File: src/rtl/hci_queue_ch.sv
// Circular-buffer queue channel with clamped threshold trigger, occupancy
// high-water mark and a one-cycle flush sequence.
//
// state    | meaning
// ---------+-------------------------------------------------------------
// ST_RUN   | normal operation, pushes and pops accepted
// ST_FLUSH | one-cycle flush, queue already empty, flush_ack_o asserted
module hci_queue_ch #(
   parameter  int Width    = 32,
   parameter  int Depth    = 64,
   parameter  int ThldMode = 0,
   localparam int CntW     = $clog2(Depth + 1)
) (
   input  logic             clk_i,
   input  logic             rst_ni,
   input  logic             wvalid_i,
   output logic             wready_o,
   input  logic [Width-1:0] wdata_i,
   output logic             rvalid_o,
   input  logic             rready_i,
   output logic [Width-1:0] rdata_o,
   input  logic [CntW-1:0]  thld_i,
   output logic [CntW-1:0]  thld_o,
   output logic             thld_trig_o,
   output logic [CntW-1:0]  count_o,
   output logic [CntW-1:0]  peak_o,
   output logic             full_o,
   output logic             empty_o,
   input  logic             flush_req_i,
   output logic             flush_ack_o
);

   localparam int              PtrW   = (Depth > 1) ? $clog2(Depth) : 1;
   localparam logic [CntW-1:0] DepthC = CntW'(Depth);
   localparam logic [PtrW-1:0] PtrMax = PtrW'(Depth - 1);

   typedef enum logic {ST_RUN, ST_FLUSH} state_e;

   state_e           state_q, state_d;
   logic [PtrW-1:0]  wptr_q, wptr_d;
   logic [PtrW-1:0]  rptr_q, rptr_d;
   logic [CntW-1:0]  count_q, count_d;
   logic [CntW-1:0]  peak_q, peak_d;
   logic [Width-1:0] mem_q [Depth];

   logic in_run, flush_go, push, pop;

   always_comb begin
      state_d     = state_q;
      wptr_d      = wptr_q;
      rptr_d      = rptr_q;
      count_d     = count_q;
      peak_d      = peak_q;
      in_run      = (state_q == ST_RUN);
      full_o      = (count_q == DepthC);
      empty_o     = (count_q == '0);
      wready_o    = in_run && !full_o;
      rvalid_o    = in_run && !empty_o;
      flush_ack_o = (state_q == ST_FLUSH);
      flush_go    = in_run && flush_req_i;
      // A flush request discards any transfer handshaken in the same cycle.
      push        = wvalid_i && wready_o && !flush_go;
      pop         = rvalid_o && rready_i && !flush_go;

      case (state_q)
         ST_RUN:   if (flush_go) state_d = ST_FLUSH;
         ST_FLUSH: state_d = ST_RUN;
         default:  state_d = ST_RUN;
      endcase

      if (flush_go) begin
         wptr_d  = '0;
         rptr_d  = '0;
         count_d = '0;
         peak_d  = '0;
      end else begin
         if (push) wptr_d = (wptr_q == PtrMax) ? '0 : wptr_q + 1'b1;
         if (pop)  rptr_d = (rptr_q == PtrMax) ? '0 : rptr_q + 1'b1;
         case ({push, pop})
            2'b10:   count_d = count_q + 1'b1;
            2'b01:   count_d = count_q - 1'b1;
            default: count_d = count_q;
         endcase
         peak_d = (count_d > peak_q) ? count_d : peak_q;
      end
   end

   always_comb begin
      if (thld_i == '0)          thld_o = CntW'(1);
      else if (thld_i > DepthC)  thld_o = DepthC;
      else                       thld_o = thld_i;

      if (ThldMode == 0) thld_trig_o = in_run && ((DepthC - count_q) >= thld_o);
      else               thld_trig_o = in_run && (count_q >= thld_o);
   end

   always_ff @(posedge clk_i or negedge rst_ni) begin
      if (!rst_ni) begin
         state_q <= ST_RUN;
         wptr_q  <= '0;
         rptr_q  <= '0;
         count_q <= '0;
         peak_q  <= '0;
      end else begin
         state_q <= state_d;
         wptr_q  <= wptr_d;
         rptr_q  <= rptr_d;
         count_q <= count_d;
         peak_q  <= peak_d;
      end
   end

   // Storage carries no reset; the pointers and count define validity.
   always_ff @(posedge clk_i) begin
      if (push) mem_q[wptr_q] <= wdata_i;
   end

   assign rdata_o = mem_q[rptr_q];
   assign count_o = count_q;
   assign peak_o  = peak_q;

endmodule

File: config.mk
export PLATFORM = sky130hd
export DESIGN_NAME = hci_queue_ch
export DESIGN_NICKNAME = d
export VERILOG_FILES = /design/src/rtl/hci_queue_ch.sv
export SDC_FILE = /design/constraint.sdc
export NUM_CORES = 2
export LEC_CHECK = 0
export ABC_AREA = 1
export CAP_MARGIN = 20
export CORE_MARGIN = 3
export CORE_UTILIZATION = 30
export DETAILED_ROUTE_END_ITERATION = 16
export GPL_TIMING_DRIVEN = 0
export PLACE_DENSITY = 0.43
export RECOVER_POWER = 50
export SYNTH_ARGS = -nofsm -noshare
export SYNTH_HDL_FRONTEND = slang
export SYNTH_SLANG_ARGS = --single-unit
File: constraint.sdc
create_clock -name clk_i -period 5.26 [get_ports clk_i]
set_input_delay 1.578 -clock clk_i [delete_from_list [all_inputs] [get_ports clk_i]]
set_output_delay 1.578 -clock clk_i [all_outputs]
set_load 0.01 [all_outputs]
Word-level counts from Yosys, hierarchy flattened
Memories as Yosys holds them, arrays and structs flattened.
Index checks and enable logic that the tools add are counted.
{"block": "classes", "add_sub_neg": 5, "n_lt_le_gt_ge": 3, "eq_ne": 5, "muxes": 17, "bitwise_logic": 1, "reduce_logical": 16}
{"cell": "$mux W7", "count": 6}
{"cell": "$mux W6", "count": 6}
{"cell": "$logic_not A7 Y1", "count": 2}
{"cell": "$pmux W7 S2", "count": 1}
{"cell": "$add A6 B1 Y6 const B", "count": 2}
{"cell": "$eq A6 B6 Y1 const B", "count": 2}
{"cell": "$logic_and A1 B1 Y1", "count": 8}
{"cell": "$add A7 B1 Y7 const B", "count": 1}
{"cell": "$eq A7 B7 Y1 const B", "count": 1}
{"cell": "$ge A7 B7 Y1", "count": 1}
{"cell": "$gt A7 B7 Y1", "count": 1}
{"cell": "$gt A7 B7 Y1 const B", "count": 1}
{"cell": "$sub A7 B1 Y7 const B", "count": 1}
{"cell": "$sub A7 B7 Y7 const A", "count": 1}
{"cell": "$reduce_bool A2 Y1", "count": 3}
{"cell": "$logic_not A1 Y1", "count": 3}
{"cell": "$mux W1", "count": 3}
{"cell": "$eq A2 B1 Y1 const B", "count": 1}
{"cell": "$eq A2 B2 Y1 const B", "count": 1}
{"cell": "$pmux W1 S2", "count": 1}
{"cell": "$not A1 Y1", "count": 1}
{"block": "word_totals", "ff_bits": 27, "ramBits": 2048, "output_inout_bits": 59, "elab_cells": 53, "memories": 1}
{"memory": "mem_q", "depth": 64, "word_bits": 32, "rd": 1, "rd_clocked_by_memory_dff": 0, "write_ports": 1, "line_no": "44", "text": "logic [Width-1:0] mem_q [Depth];"}

Logic depth before layout (Yosys ltp)
{"block": "depth", "depth_word": 11, "ltp_mapped": 26, "ltp_nobuf": 26}

Worst setup path before layout
No wires, ideal clock.
{"block": "synth_timing", "path_type": "input to register", "startpoint": "input port wvalid_i", "endpoint": "memory mem_q[11][0] (enable)", "setup_time_ns": 0.461, "arrival_ns": 4.317, "slack_ns": 0.482, "path_stages": 4, "path_buffers": 0, "path_cell_list": "nand3_1 -> nor2_4 -> clkinv_1 -> nor3_1"}
{"block": "synth_via", "elab_chain_cells": 4}
{"item": "from (decl)", "line_no": "16", "text": "input logic wvalid_i,"}
{"item": "$logic_and A1 B1 Y1 (2 in a row)", "line_no": "62", "text": "push = wvalid_i && wready_o && !flush_go;"}
{"item": "$mux W1", "line_no": "115", "text": "if (push) mem_q[wptr_q] <= wdata_i;"}
{"item": "$mux W1 (implied by the code)", "line_no": "115"}
{"item": "to (decl)", "line_no": "44"}
Every way passes these cells.

Worst setup path in the final report
{"block": "layout_timing", "startpoint": "register rptr_q[1]", "endpoint": "output port rdata_o[4]"}
{"block": "layout_via", "elab_chain_cells": 1}
{"item": "from (decl)", "line_no": "41", "text": "logic [PtrW-1:0] rptr_q, rptr_d;"}
{"item": "from (signal assigned)", "line_no": "107", "text": "rptr_q <= rptr_d;"}
{"item": "$mem_v2 Z64 W32"}
{"item": "to (decl)", "line_no": "21", "text": "output logic [Width-1:0] rdata_o,"}
Every way passes these cells.

==> impl_metrics.ini <==
[global_route]
first_global_vias = 57300
grt_max_degree = 65
gr-total-overflow = 0
antenna_found_initial = 45
track_usage_pct = 23.5
grt_pass1_wl_mm = 483

[clock_network]
cts-hold-fix-buffers = 0
clkSinkCount = 2075
cts_tree = built
root_buffer = clkbuf_16
path_clk_slew_ps = 70
cts_buffers = 230
cts.htree.levels = 4
clkLatencyLatePin_ps = 910
clock_path_buffers = 4

[sta]
maxSlewViolCount = 2062
rsz0062_at_grt = yes
post-route-min-period_ps = 5420
setup_slack_ps = -157
fin_crit_sh_pct = 103
holdWs_ps = 512
slew_headroom_pct = -189
final-setup-viol-count = 1
hold_viol_final = 0
fmax_mhz = 185
tightestPinTransition_ps = 4330
fin_worst_skew_ps = 58.3

[power_and_ir_drop]
clkPwrFrac_pct = 31.9
p_sw_share_pct = 35.6
pwr_density_cell_mw_per_mm2 = 455
leakage_nw = 40.5
p_int_mw = 30.6
comb_power_share_pct = 29.5
seqPwrFrac_pct = 38.7
worst_ir_drop_vdd_mv = 0.272
p_switching_mw = 16.9

[yosys]
synth_top_area_share_pct = 70.5
yosys_warnings = 0
netlist_area_mm2 = 0.0872
synthDistinctLibCells = 29
async_flop_share_pct = 1.30
synth_top_area_cell = edfxtp_1
synth_common_cells = nand2_1, edfxtp_1, nand3_1
synth_area_leaders = edfxtp_1, nand2_1, nand3_1
ys_ff_latch = 2075
synth_cells = 7990
syn-num-nets = 8058
yosysMostFrequentCell = nand2_1
synth_ff_type = edfxtp_1
syn_avg_cell_area_um2 = 10.9
synth_edf_count = 2048
ys_seq_area_share_pct = 71.3

[critical_path]
crit_type = flop to primary output
worstPathMaxFanout = 10
r2r_start = count_o[0]
critPathRequiredTime_ps = 3680
start_kind = flop
end_kind = primary output
reg2reg_to = peak_o[1]
worstPathArrival_ps = 3840
crit_start = rptr_q[1]
r2r_setup_slack_ps = 300
rr_worst_depth = 24

[die]
die_y_um = 545
die-area_mm2 = 0.297
io_pins = 103
fp.dieW_um = 545
core_area_mm2 = 0.289
initial_core_util_pct = 30.2
row_count = 197

[placement]
place_ws_ps = -1610
placed_cells = 12100
dp_hpwl_mm = 251
port_buffers = 102
place_congestion = 0.946

[hold_path]
hp-start = peak_o[4]
whs_path_depth = 2
hold-path-endpoint = peak_o[4]
min_path_type = flop to flop

[route]
drcViolationCount = 0
wl_per_cell_um = 28.5
detail-route-antenna-nets = 0
via_per_inst = 4.95
drtPass1Iterations = 6
routed_wl_mm = 357
drtIter0Drc = 7939
vias = 62100

[flow_run]
maxCapViolations = 55

[outcome]
violations = capacitance limit, slew limit, setup timing
status = finished, violations left

[cells_and_area]
drive_gt1_share_pct = 12.8
fin_cells = 12500
area_delta_synth_final_pct = 19.9
final_util_pct = 36.2
num-nets-final = 8535
==> layout make-up <==
| class | instances | area, um2 |
|---|---|---|
| Antenna cell | 14 | 35.0 |
| Buffer | 431 | 3310 |
| Clock buffer | 302 | 6050 |
| Clock inverter | 100 | 718 |
| Fill cell | 28500 | 184000 |
| Inverter | 713 | 2700 |
| Multi-Input combinational cell | 4769 | 21700 |
| Sequential cell | 2075 | 62200 |
| Tap cell | 3880 | 4850 |
| Timing Repair Buffer | 247 | 2930 |
==> power by group through the flow <==
| stage | clock (mW) | combinational, mW | sequential [mW] |
|---|---|---|---|
| global route | 16.0 | 14.8 | 18.4 |
| floorplan | 0 | 6.39 | 18.7 |
| global placement | 0 | 12.7 | 18.8 |
| CTS | 15.4 | 13.7 | 18.3 |
| detailed placement | 0 | 12.9 | 18.7 |
| finish | 15.1 | 14.0 | 18.4 |
==> worst max-delay path, stage by stage, from the launching register on <==
cell,delay [ps]
dfrtp_1,360
buf_2,200
buf_4,340
buf_2,320
nand2_1,80
nand3_1,160
nand3_1,140
nand2_4,170
nand2_1,190
nand2_2,200
inv_1,70
nand2_2,130
clkdlybuf4s50_1,570
==> flip-flops by register name (all words and copies together) (netlist names) <==
name and flops:
rptr_q 6, flush_ack_o 1, count_o 7, peak_o 7, mem_q 2048, wptr_q 6
==> stage by stage <==
stage / cell area [um2] / total power [mW] / TNS, ps
6_report: 105000 / 47.5 / -157
5_1_grt: 104000 / 49.2 / -4900
4_1_cts: 105000 / 47.4 / -1960
3_5_place_dp: 96000 / 31.5 / -21750
3_3_place_gp: 93000 / 31.5 / -4955310
2_1_floorplan: 87200 / 25.1 / 0
==> how the worst max path moves through the flow <==
stage | endpoint | cells after the start | slack, ps
global placement | mem_q[61][22] | 5 | -5290
finish | rdata_o[4] | 12 | -160
global route | peak_o[1] | 25 | -210
CTS | rdata_o[16] | 14 | -250
detailed placement | peak_o[1] | 22 | -1610
floorplan | mem_q[11][0] | 4 | 480
==> metal layers <==
| metal | vias to the layer above | global-route usage [%] | routed length (um) |
|---|---|---|---|
| li1 | 27700 | - | - |
| met3 | 468 | 4.78 | 30700 |
| met5 | - | 0 | 103 |
| met4 | 18 | 6.62 | 11800 |
| met2 | 2608 | 37.0 | 161000 |
| met1 | 31200 | 32.8 | 154000 |
==> cell families (layout without fill, tap and decap cells) <==
| kind of cell | Yosys count | count (layout) | share of synthesized area (%) |
|---|---|---|---|
| compound gates | 166 | 166 | 0.960 |
| simple gates | 4569 | 4569 | 21.7 |
| buf+inv | 1146 | 1793 | 5.60 |
| flops | 2075 | 2075 | 71.3 |
| other cells | 0 | 14 | 0 |
| fa+ha+maj | 24 | 24 | 0.353 |
| xor+xnor | 10 | 10 | 0.100 |
==> timing repair <==
| action | 4_1_cts | 5_1_grt |
|---|---|---|
| gates cloned | 0 | 1 |
| setup buffers | 8 | 5 |
| pin swaps | 29 | 11 |
| endpoints found under the setup margin | 40 | 39 |
| resized for setup | 674 | 128 |
==> placed cells by master (no fill, tap or decap), types with 22 or more instances in the layout <==
cell type        Yosys  layout
buf_2              178      82
buf_6               24      81
clkbuf_1           132     153
a21oi_1            129     128
nand2_4              0      27
edfxtp_1          2048    2048
buf_4               48     118
clkbuf_4             0      38
nand2_2              1      73
clkdlybuf4s50_1      0      37
dfrtp_1             27      26
clkbuf_16            0     232
clkinv_1             7      54
nor2_4               1      60
nor2_1             129      70
clkinv_2             0      32
nand2_1           3084    2984
clkbuf_2             0      80
nand3_1           1314    1193
ha_1                23      22
nand3_2              0     101
buf_12               0      76
inv_1              703     702
Note: power is estimated with default switching activity, not from simulation.
